--- config.mk ---
export PLATFORM = sky130hd
export DESIGN_NAME = count_sched
export DESIGN_NICKNAME = d
export VERILOG_FILES = /design/src/rtl/count_sched_pkg.sv /design/src/rtl/count_sched_sat_counter.sv /design/src/rtl/count_sched.sv
export SDC_FILE = /design/constraint.sdc
export NUM_CORES = 1
export LEC_CHECK = 0
export CAP_MARGIN = 20
export CORE_MARGIN = 1.5
export CORE_UTILIZATION = 43
export CTS_BUF_LIST = sky130_fd_sc_hd__clkbuf_4 sky130_fd_sc_hd__clkbuf_8
export DETAILED_ROUTE_END_ITERATION = 8
export PLACE_DENSITY = 0.7
export REMOVE_ABC_BUFFERS = 1
export SETUP_SLACK_MARGIN = 0.5
export SYNTH_ARGS = -nofsm -noshare
export SYNTH_HDL_FRONTEND = slang
export SYNTH_HIERARCHICAL = 1
export SYNTH_SLANG_ARGS = --single-unit
--- constraint.sdc ---
create_clock -name clk -period 2.1 [get_ports clk]
set_input_delay 0.525 -clock clk [delete_from_list [all_inputs] [get_ports clk]]
set_output_delay 0.525 -clock clk [all_outputs]
set_load 0.01 [all_outputs]
--- src/rtl/count_sched_pkg.sv ---
// Shared state encoding and width helper for the count_sched scheduler slice.
package count_sched_pkg;

  typedef enum logic [1:0] {
    S_IDLE  = 2'd0,
    S_CLEAR = 2'd1,
    S_COUNT = 2'd2,
    S_DONE  = 2'd3
  } state_t;

  // Bits needed to hold an index below n, never less than one bit.
  function automatic int clog2_min1(input int n);
    return (n > 1) ? $clog2(n) : 1;
  endfunction

endpackage

--- src/rtl/count_sched_sat_counter.sv ---
// Saturating up-counter shared by all requesters; clear has priority over enable.
module sat_counter #(
  parameter int CW = 4
) (
  input  logic          clk,
  input  logic          rst_n,
  input  logic          clr,
  input  logic          en,
  output logic [CW-1:0] cnt,
  output logic          at_max
);

  logic [CW-1:0] cnt_d, cnt_q;

  assign cnt    = cnt_q;
  assign at_max = &cnt_q;

  // Holds at all-ones instead of wrapping back to zero.
  always_comb begin
    cnt_d = cnt_q;
    if (clr) begin
      cnt_d = '0;
    end else if (en && !at_max) begin
      cnt_d = cnt_q + CW'(1);
    end
  end

  always_ff @(posedge clk or negedge rst_n) begin
    if (!rst_n) begin
      cnt_q <= '0;
    end else begin
      cnt_q <= cnt_d;
    end
  end

endmodule

--- src/rtl/count_sched.sv ---
// Round-robin scheduler that lends one saturating pulse counter to NREQ requesters,
// sequencing clear/count/done for the current owner and aborting on drop or timeout.
module count_sched
  import count_sched_pkg::*;
#(
  parameter int NREQ = 2,
  parameter int CW   = 4,
  parameter int TMO  = 8
) (
  input  logic                         clk,
  input  logic                         rst_n,
  input  logic [NREQ-1:0]              req,
  input  logic [NREQ-1:0]              x,
  output logic [NREQ-1:0]              gnt,
  output logic                         busy,
  output logic [CW-1:0]                cnt,
  output logic                         done,
  output logic                         abort,
  output logic [clog2_min1(NREQ)-1:0]  owner_id
);

  localparam int IDW = clog2_min1(NREQ);
  localparam int TW  = $clog2(TMO + 1);

  state_t          state_q, state_d;
  logic [IDW-1:0]  owner_q, owner_d;
  logic [IDW-1:0]  last_gnt_q, last_gnt_d;
  logic [NREQ-1:0] gnt_q, gnt_d;
  logic            done_q, done_d;
  logic            abort_q, abort_d;
  logic [TW-1:0]   tmo_q, tmo_d;

  logic            pick_valid;
  logic [IDW-1:0]  pick_id;
  int              rr_idx;
  logic            own_x, own_req;
  logic            abort_evt;
  logic            cnt_clr, cnt_en, cnt_at_max;

  sat_counter #(.CW(CW)) u_counter (
    .clk    (clk),
    .rst_n  (rst_n),
    .clr    (cnt_clr),
    .en     (cnt_en),
    .cnt    (cnt),
    .at_max (cnt_at_max)
  );

  assign own_x    = x[owner_q];
  assign own_req  = req[owner_q];
  assign gnt      = gnt_q;
  assign busy     = (state_q != S_IDLE);
  assign done     = done_q;
  assign abort    = abort_q;
  assign owner_id = owner_q;

  // Scan downward so the requester nearest after last_gnt is the one left standing.
  always_comb begin
    pick_valid = 1'b0;
    pick_id    = '0;
    rr_idx     = 0;
    for (int i = NREQ; i >= 1; i--) begin
      rr_idx = (int'(last_gnt_q) + i) % NREQ;
      if (req[rr_idx[IDW-1:0]]) begin
        pick_valid = 1'b1;
        pick_id    = rr_idx[IDW-1:0];
      end
    end
  end

  always_ff @(posedge clk or negedge rst_n) begin
    if (!rst_n) begin
      state_q    <= S_IDLE;
      owner_q    <= '0;
      last_gnt_q <= IDW'(NREQ - 1);
      gnt_q      <= '0;
      done_q     <= 1'b0;
      abort_q    <= 1'b0;
      tmo_q      <= '0;
    end else begin
      state_q    <= state_d;
      owner_q    <= owner_d;
      last_gnt_q <= last_gnt_d;
      gnt_q      <= gnt_d;
      done_q     <= done_d;
      abort_q    <= abort_d;
      tmo_q      <= tmo_d;
    end
  end

  // Reaching terminal count outranks a simultaneous request drop or timeout.
  always_comb begin
    state_d   = state_q;
    abort_evt = 1'b0;
    case (state_q)
      S_IDLE:  if (pick_valid) state_d = S_CLEAR;
      S_CLEAR: state_d = S_COUNT;
      S_COUNT: begin
        if (own_x && cnt_at_max) begin
          state_d = S_DONE;
        end else if (!own_req) begin
          abort_evt = 1'b1;
          state_d   = S_IDLE;
        end else if (!own_x && (tmo_q == TW'(TMO - 1))) begin
          abort_evt = 1'b1;
          state_d   = S_IDLE;
        end
      end
      S_DONE:  state_d = S_IDLE;
      default: state_d = S_IDLE;
    endcase
  end

  always_comb begin
    owner_d    = owner_q;
    last_gnt_d = last_gnt_q;
    gnt_d      = gnt_q;
    done_d     = 1'b0;
    abort_d    = abort_evt;
    tmo_d      = tmo_q;
    cnt_clr    = 1'b0;
    cnt_en     = 1'b0;
    case (state_q)
      S_IDLE: begin
        if (pick_valid) begin
          owner_d        = pick_id;
          gnt_d          = '0;
          gnt_d[pick_id] = 1'b1;
        end
      end
      S_CLEAR: begin
        cnt_clr = 1'b1;
        tmo_d   = '0;
      end
      S_COUNT: begin
        if (state_d == S_DONE) begin
          done_d     = 1'b1;
          gnt_d      = '0;
          last_gnt_d = owner_q;
        end else if (abort_evt) begin
          gnt_d      = '0;
          last_gnt_d = owner_q;
        end else if (own_x) begin
          cnt_en = 1'b1;
          tmo_d  = '0;
        end else begin
          tmo_d = tmo_q + TW'(1);
        end
      end
      default: ;
    endcase
  end

endmodule

=== After elaboration in Yosys (flattened, before gate mapping) ===
Index checks and enable logic that the tools add are counted.

* Bits in registers: 16
* Bits in latches: 0
* Bits in writable memories: 0
* Bits in read-only memories: 0
* Bits of input ports: 6
* Output and inout port bits: 10
* Word-level logic and storage cells: 85
* Memories: 0

* $add $sub $neg: 4
* Multiply operators: 0
* Divide/modulo/power cells: 0
* Order comparisons: 5
* Eq/ne operators: 9
* Shift-type cells: 0
* Multiplexer cells: 42
* Bitwise logic cells: 0
* Reductions and logical operators: 17

{| class="wikitable"
|+ Operators by type and width
! kind !! number
|-
| 1-bit two-way mux || 26
|-
| 4-bit two-way mux || 5
|-
| 2-bit two-way mux || 7
|-
| 2-bit nonzero test || 5
|-
| 4-bit by 1-bit adder with 4-bit output (second input constant) || 2
|-
| 1-bit by 2-bit < comparator with 1-bit output (second input constant) || 4
|-
| 2-bit one-hot mux with 4 select lines || 1
|-
| 4-bit one-hot mux with 2 select lines || 1
|-
| 2-bit == test (second input constant) || 3
|-
| 2-bit inequality test (second input constant) || 3
|-
| 3-bit AND reduction || 2
|-
| 4-bit by 3-bit == test with 1-bit output (second input constant) || 1
|-
| 1-bit logical AND || 4
|-
| 2-bit one-hot mux with 2 select lines || 1
|-
| 2-bit AND reduction || 2
|-
| 4-bit AND reduction || 1
|-
| 3-bit inequality test (second input constant) || 1
|-
| 1-bit adder (second input constant) || 2
|-
| 2-bit by 1-bit == test with 1-bit output (second input constant) || 1
|-
| 1-bit logical NOT || 2
|-
| 2-bit logical NOT || 1
|-
| 1-bit demux with 1-bit select || 1
|-
| 1-bit greater-or-equal comparator (second input constant) || 1
|}

=== Depth between registers and ports, before layout ===
Gate-level depths: netlist of run 1.

* Word-level depth: 14
* Depth in mapped cells: 8
* Depth with buffers taken out: 8

=== Hierarchy ===
The synthesis of run 1 kept the hierarchy.

{| class="wikitable"
|+ By module, submodules not included
! module !! times used !! cells an instance !! area an instance (um2) !! seq. area each (um2)
|-
| count_sched || 1 || 69 || 646.9 || 301.5
|-
| sat_counter || 1 || 20 || 229.0 || 100.1
|}

=== Worst setup path after synthesis of run 1 ===
Ideal clock, no wire load.

* Path type: register to register
* Start point: register u_counter.cnt_q[0] (netlist: u_counter/cnt[0])
* End point: register u_counter.cnt_q[0] (netlist: u_counter/cnt[0])
* Setup time: 0.125 ns
* Arrival time: 2.063 ns
* Data required time: 1.975 ns
* Slack: -0.088 ns
* Stages on the path, launching flop included: 8
* Path buffers: 0
* Period minus slack after synthesis: 2.188 ns
* Path through: dfrtp_1 -> ha_1 -> and3_4 -> a21oi_1 -> a21oi_1 -> and3_1 -> nor2b_4 -> mux2_4

* Word-level cells in the longest chain between the ends: 9
* Elaborated cells between the ends (all ways): 16
* Those cells by class: add/sub: 1; eq/ne: 1; mux: 9; reduce/logical: 5

{| class="wikitable"
|+ Ends and longest elaborated chain
! what !! RTL line !! source
|-
| start: declaration || count_sched_sat_counter.sv:13 || <nowiki>logic [CW-1:0] cnt_d, cnt_q;</nowiki>
|-
| start signal: assignment || count_sched_sat_counter.sv:32 || <nowiki>cnt_q <= cnt_d;</nowiki>
|-
| 4-bit AND reduction (*) || count_sched_sat_counter.sv:16 || <nowiki>assign at_max = &cnt_q;</nowiki>
|-
| named net cnt_at_max || count_sched.sv:38 || <nowiki>logic cnt_clr, cnt_en, cnt_at_max;</nowiki>
|-
| 1-bit logical AND (*) || count_sched.sv:99 || <nowiki>if (own_x && cnt_at_max) begin</nowiki>
|-
| 2-bit two-way mux / 1-bit two-way mux (equally long branches) || count_sched.sv:99 ||
|-
| 2-bit one-hot mux with 4 select lines / 1-bit two-way mux (equally long branches) || count_sched.sv:95 || <nowiki>case (state_q)</nowiki>
|-
| 2-bit == test / 1-bit two-way mux (equally long branches) || count_sched.sv:136, count_sched.sv:140 ||
|-
| 1-bit two-way mux (*) || count_sched.sv:136 || <nowiki>if (state_d == S_DONE) begin</nowiki>
|-
| 1-bit two-way mux (*) || count_sched.sv:123 || <nowiki>case (state_q)</nowiki>
|-
| named net cnt_en || count_sched.sv:38 ||
|-
| 1-bit logical AND (*) || count_sched_sat_counter.sv:23 || <nowiki>end else if (en && !at_max) begin</nowiki>
|-
| 2-bit nonzero test (no source line) (*) || - ||
|}

The timed path passes the listed nets; every way through them passes the cells marked *. The select of a mux whose other input is x is not followed.
A chain may end at the register's enable or synchronous reset.

=== Final worst setup path of run 1 ===
Ends and elaborated chain as after synthesis.

==> reports/qor.yml, run 1 <==
status:
  result_of_the_run: "completed"
critical_path:
  worstPathRequired_ns: 2.30
  worstPathArrival_ns: 2.04
  path_max_fanout: 4
  capturing_element_type_of_the_critical_path: "flip-flop"
  worst_setup_path_type: "flip-flop to flip-flop"
  worst_setup_path_start_kind: "flip-flop"
cells_and_area:
  area_delta_synth_final_pct: 63.7
  utilization_pct: 73.8
  post-route-cell-area_mm2: 0.00143
  layout.cells.most_common: "sky130_fd_sc_hd__buf_4"
  nNetsFinal: 148
  antenna-diode-count: 0
  most-common-layout-cells: "sky130_fd_sc_hd__buf_4 (27), sky130_fd_sc_hd__dfrtp_1 (13)"
  drive_gt1_share_pct: 51.1
yosys:
  postSynthRegisterBits: 16
  synth_warnings: 6
  ys.flop_type: "sky130_fd_sc_hd__dfrtp_1"
  ys_seq_area_share_pct: 45.9
  async_reset_ff_share_pct: 100
  synth.lib_cells_used.distinct: 35
  post_synth_inst_count: 89
  mean_syn_cell_area_um2: 9.84
  synth_edf_count: 0
  syn_area_um2: 876
grt:
  antenna_violations_before_repair: 0
  remaining_global_route_overflow: 0
  grt_usage_pct: 28.5
  via_count_of_the_first_global_routing_pass: 932
  grt_pass1_wl_um: 4330
  grt_max_degree: 17
timing:
  report.final.hold_viol_count: 0
  timing_worst_slew_pin_value_ns: 0.342
  final.setup_skew_ns: 0.0118
  final-setup-viol-count: 0
  maximum_frequency_from_static_timing_analysis_mhz: 542
  timing.hold.ws_ns: 0.544
  drv_slew: 0
  min_period_over_period_pct: 87.9
  worst_rel_slew_slack_pct: 77.1
  rsz0062_at_grt: "true"
  period_minus_slack_ns: 1.84
  setup-tns-final_ns: 0
drt:
  totalWireLength_um: 2930
  highest_layer: "met4"
  final_antenna_net_count: 0
  met2_length_um: 1500
  vias: 924
  detail_route.wl_per_cell_um: 17.6
  dr_wl_met3_um: 154
  detail_route.wirelength.met1_um: 1200
  post-route-drc-count: 0
  vias_per_cell: 5.57
  drt_first_pass_iters: 4
  detail_route.iter0.violations: 39
floorplan:
  die-height_um: 48.1
  fp.dieArea_mm2: 0.00232
  row_count: 16
  ios: 16
  initial_core_util_pct: 45.1
  core_area_mm2: 0.00194
  dieWidth_um: 48.1
hold_path:
  hold_class: "input port to async pin"
cts:
  tritoncts: "done"
  insertion_delay_ns: 0.30
  cts-root-buf: "sky130_fd_sc_hd__clkbuf_4"
  cts_made_buffers: 3
  clk_pin_slew_ns: 0.10
  cts-hold-fix-buffers: 0
  numClockSinks: 16
  cts_max_path_buffers: 2
  clock_tree.htree_level_count: 1
place:
  dpl-instance-area_mm2: 0.00113
  port_buffers: 15
  place.gp.congestion: 0.850
  place.detailed.hpwl_um: 1400
power:
  power.leakage_nw: 0.681
  post-layout-total-power_w: 0.00166
  powerDensity_mw_per_mm2: 1160
  power.ir.vdd_worst_uv: 852
run:
  timing.max_cap.violations: 0
==> flip-flops by register name (all words and copies together), names as in the netlist <==
register and flops:
u_counter/cnt 4, last_gnt_q 1, done 1, owner_id 1
abort 1, tmo_q 4, state_q 2, gnt 2
==> critical path: stages (launching register included) <==
cell	delay, ns
sky130_fd_sc_hd__dfrtp_1	0.39
sky130_fd_sc_hd__ha_2	0.21
sky130_fd_sc_hd__and3_4	0.22
sky130_fd_sc_hd__a211oi_2	0.08
sky130_fd_sc_hd__a21oi_2	0.14
sky130_fd_sc_hd__and3_4	0.21
sky130_fd_sc_hd__nor2b_4	0.17
sky130_fd_sc_hd__mux2_4	0.31
==> Yosys cell counts (3+ instances only) <==
cell / number / area share, %
sky130_fd_sc_hd__nor3_1: 3 / 1.7
sky130_fd_sc_hd__o21ai_0: 3 / 1.7
sky130_fd_sc_hd__dfrtp_1: 15 / 43
sky130_fd_sc_hd__a21oi_1: 7 / 4.0
sky130_fd_sc_hd__inv_1: 6 / 2.6
sky130_fd_sc_hd__nand4_1: 3 / 2.1
sky130_fd_sc_hd__nor2_1: 6 / 2.6
sky130_fd_sc_hd__nand2_1: 7 / 3.0
sky130_fd_sc_hd__nand2b_1: 4 / 2.9
==> routing by layer <==
| metal | up-vias | GRT usage [%] |
|---|---|---|
| li1 | 419 | - |
| met1 | 447 | 32.6 |
| met2 | 48 | 49.1 |
| met3 | 10 | 5.93 |
| met4 | 0 | 16.2 |
| met5 | - | 0 |
==> final timing paths <==
path                                                 to  slack (ns)                         start  cells past startpoint
max                        u_counter/cnt[0]$_DFFE_PN0P_        0.26  u_counter/cnt[0]$_DFFE_PN0P_                      7
min                                      done$_DFF_PN0_        0.54                         rst_n                      2
max reg2reg                u_counter/cnt[0]$_DFFE_PN0P_        0.26  u_counter/cnt[0]$_DFFE_PN0P_                      7
min reg2reg                        tmo_q[1]$_DFFE_PN0P_        0.57          tmo_q[1]$_DFFE_PN0P_                      2
max in group asynchronous        last_gnt_q$_DFFE_PN1P_        1.29                         rst_n                      2
min in group clk                   tmo_q[1]$_DFFE_PN0P_        0.57          tmo_q[1]$_DFFE_PN0P_                      2
==> repair_timing <==
action / CTS / global route
setup endpoints to repair: 23 / 19
gates cloned: 0 / 0
gates resized for setup: 41 / 16
pin swaps: 14 / 2
setup buffers: 22 / 1
==> per-stage QoR <==
step                cells  setup slack [ns]
floorplan              87           -0.0878
global placement      139            -0.146
detailed placement    139            -0.204
CTS                   165             0.329
global route          166             0.227
finish                166             0.255
==> cell type report <==
type,instances,area [um^2]
Tap cell,27,33.8
Inverter,6,22.5
Sequential cell,16,404
Timing Repair Buffer,48,393
Multi-Input combinational cell,65,551
Fill cell,121,508
Clock buffer,4,30.0
==> power breakdown <==
group	switching, W	internal (W)	leakage (nW)
registers	0.0000767	0.000401	0.209
logic	0.000482	0.000512	0.454
clock network	0.000106	0.0000870	0.0184
==> kinds of logic (layout without fill, tap and decap cells) <==
kind of cell             Yosys count  in the layout  synth area share, %
buffers and inverters              8             58                 3.57
AO/OA/AOI/OAI                     23             23                 17.6
AND/OR/NAND/NOR                   35             35                 23.1
adder cells (fa/ha/maj)            2              2                 2.86
flip-flops                        16             16                 45.9
multiplexers                       5              5                 7.00
(Power assumes the default switching activity.)
==> inputs of run 2 (changes only) <==
PLACE_DENSITY = 0.68   (was 0.7)
clock period = 2.2 ns   (was 2.1 ns; I/O delays follow)
==> run 2 against run 1 <==
Net effect: global-route usage shrank 7.8 points; largest cell class unchanged; count of clock-buffer cells in the layout unchanged; sequential power shrank 6.3%; core utilization decreased by 4.1 points; sequential share of layout area is 1.5 points higher; via count down 9.6%; combinational power down 25%.
==> reports/qor.yml, run 2 (synthesized netlist as in run 1, its figures left out) <==
status:
  result_of_the_run: "completed"
critical_path:
  timing.reg2reg.worst_path_depth: 7
  setup.reg_to_reg.worst_slack_ns: 0.37
  critical_path.reg2reg.endpoint: "last_gnt_q$_DFFE_PN1P_"
  path_max_fanout: 8
  worst_setup_path_type: "flip-flop to flip-flop"
  slowest_delay_ns: 0.43
  worst_setup_path_start_kind: "flip-flop"
  critical_path.cell_chain: "ha_4 -> and3_4 -> a211oi_2 -> a21oi_2 -> buf_4 -> a31oi_4 -> mux2_4"
  crit_slowest_cell: "sky130_fd_sc_hd__dfrtp_1"
  capturing_element_type_of_the_critical_path: "flip-flop"
  worstPathRequired_ns: 2.43
  critical_path.reg2reg.startpoint: "u_counter/cnt[1]$_DFFE_PN0P_"
  worstPathArrival_ns: 2.06
grt:
  antenna_violations_before_repair: 0
  grt_usage_pct: 20.6
  grt_max_degree: 17
  via_count_of_the_first_global_routing_pass: 761
  grt_pass1_wl_um: 3190
  remaining_global_route_overflow: 0
cells_and_area:
  n_fill_cell: 134
  antenna-diode-count: 0
  drive_gt1_share_pct: 45.0
  most-common-layout-cells: "sky130_fd_sc_hd__buf_4 (24), sky130_fd_sc_hd__dfrtp_1 (14), sky130_fd_sc_hd__nand2_1 (7), sky130_fd_sc_hd__dlygate4sd2_1 (7), sky130_fd_sc_hd__inv_1 (6)"
  final-instance-count-excl-fill: 158
  utilization_pct: 69.8
  layout.cells.most_common: "sky130_fd_sc_hd__buf_4"
  area_delta_synth_final_pct: 54.7
  nNetsFinal: 140
cts:
  cts-root-buf: "sky130_fd_sc_hd__clkbuf_4"
  cts_max_path_buffers: 2
  clk_pin_slew_ns: 0.10
  clock_tree.htree_level_count: 1
  numClockSinks: 16
  tritoncts: "done"
  cts-hold-fix-buffers: 0
  insertion_delay_ns: 0.30
  cts_made_buffers: 3
drt:
  post-route-drc-count: 0
  detail_route.wl_per_cell_um: 14.4
  drt_first_pass_iters: 4
  vias_per_cell: 5.28
  vias: 835
  totalWireLength_um: 2280
  detail_route.iter0.violations: 24
  final_antenna_net_count: 0
place:
  place.gp.congestion: 0.803
  post-place-ws_ns: -0.111
  port_buffers: 15
  place.detailed.hpwl_um: 1330
  numPlacedInstances: 139
timing:
  final.setup_skew_ns: 0.00463
  report.final.hold_viol_count: 0
  final_critical_path_setup_slack_ns: 0.374
  rsz0062_at_grt: "true"
  drv_slew: 0
  maximum_frequency_from_static_timing_analysis_mhz: 547
  period_minus_slack_ns: 1.83
  worst_rel_slew_slack_pct: 78.2
  final-setup-viol-count: 0
  timing_worst_slew_pin_value_ns: 0.325
  min_period_over_period_pct: 83.0
floorplan:
  initial_core_util_pct: 45.1
  dieWidth_um: 48.1
  fp.dieArea_mm2: 0.00232
  ios: 16
  row_count: 16
  core_area_mm2: 0.00194
  die-height_um: 48.1
hold_path:
  min-delay-start: "tmo_q[1]$_DFFE_PN0P_"
  min_delay_worst_endpoint: "tmo_q[1]$_DFFE_PN0P_"
  hold_class: "flip-flop to flip-flop"
  holdPathStages: 2
power:
  power.leakage_nw: 0.635
  powerDensity_mw_per_mm2: 1020
  power.ir.vdd_worst_uv: 549
run:
  timing.max_cap.violations: 0
==> run 2: worst max-delay path, delay by kind of cell, from the launching register on <==
kind / cells / cell delay, ns
compound gates: 3 / 0.45
flops: 1 / 0.43
mux: 1 / 0.31
simple gates: 1 / 0.20
fa+ha+maj: 1 / 0.18
buf+inv: 1 / 0.18
==> run 2: metal layers <==
metal  global-route usage (%)  routed length [um]  up-vias
met2                     36.3                1150       10
met1                     23.8                1050      410
met3                     3.33                  45        4
met5                        0                   0        -
met4                     11.4                  34        0
li1                         -                   -      411
==> run 2: metrics by stage <==
stage / power [W] / instance area (um^2) / hold WS, ns / TNS (ns)
3_3_place_gp: 0.00101 / 1130 / 0.526 / -0.393
3_5_place_dp: 0.00102 / 1130 / 0.515 / -0.691
4_1_cts: 0.00126 / 1250 / 0.551 / 0
6_report: 0.00138 / 1360 / 0.553 / 0
5_1_grt: 0.00146 / 1360 / 0.579 / 0
2_1_floorplan: 0.000767 / 867 / 0.254 / 0
==> run 2: power by group <==
part	leakage, nW	internal, W	total (W)	switching (W)
Combinational	0.407	0.000384	0.000750	0.000366
Clock	0.0184	0.0000830	0.000183	0.0000997
Sequential	0.210	0.000381	0.000448	0.0000667
==> run 2: timing repair <==
item	CTS	global route
buffers inserted	9	6
pin swaps	5	10
setup endpoints to repair	23	16
gates resized for setup	21	23
cloned	0	0
==> run 2: layout make-up <==
class	count	area (um^2)	share of cell area (%)
Inverter	6	22.5	1.66
Multi-Input combinational cell	65	542	40.0
Timing Repair Buffer	40	324	23.9
Clock buffer	4	30.0	2.22
Sequential cell	16	403	29.7
Tap cell	27	33.8	2.49
==> run 2: worst max path at each step <==
stage	start	end	slack [ns]	cells past startpoint
6_report	u_counter/cnt[1]$_DFFE_PN0P_	last_gnt_q$_DFFE_PN1P_	0.37	7
2_1_floorplan	u_counter/cnt[0]$_DFFE_PN0P_	u_counter/cnt[0]$_DFFE_PN0P_	0.01	7
3_3_place_gp	x[0]	u_counter/cnt[0]$_DFFE_PN0P_	-0.08	6
4_1_cts	u_counter/cnt[0]$_DFFE_PN0P_	last_gnt_q$_DFFE_PN1P_	0.33	7
3_5_place_dp	x[1]	u_counter/cnt[3]$_DFFE_PN0P_	-0.11	7
5_1_grt	u_counter/cnt[1]$_DFFE_PN0P_	u_counter/cnt[3]$_DFFE_PN0P_	0.28	8
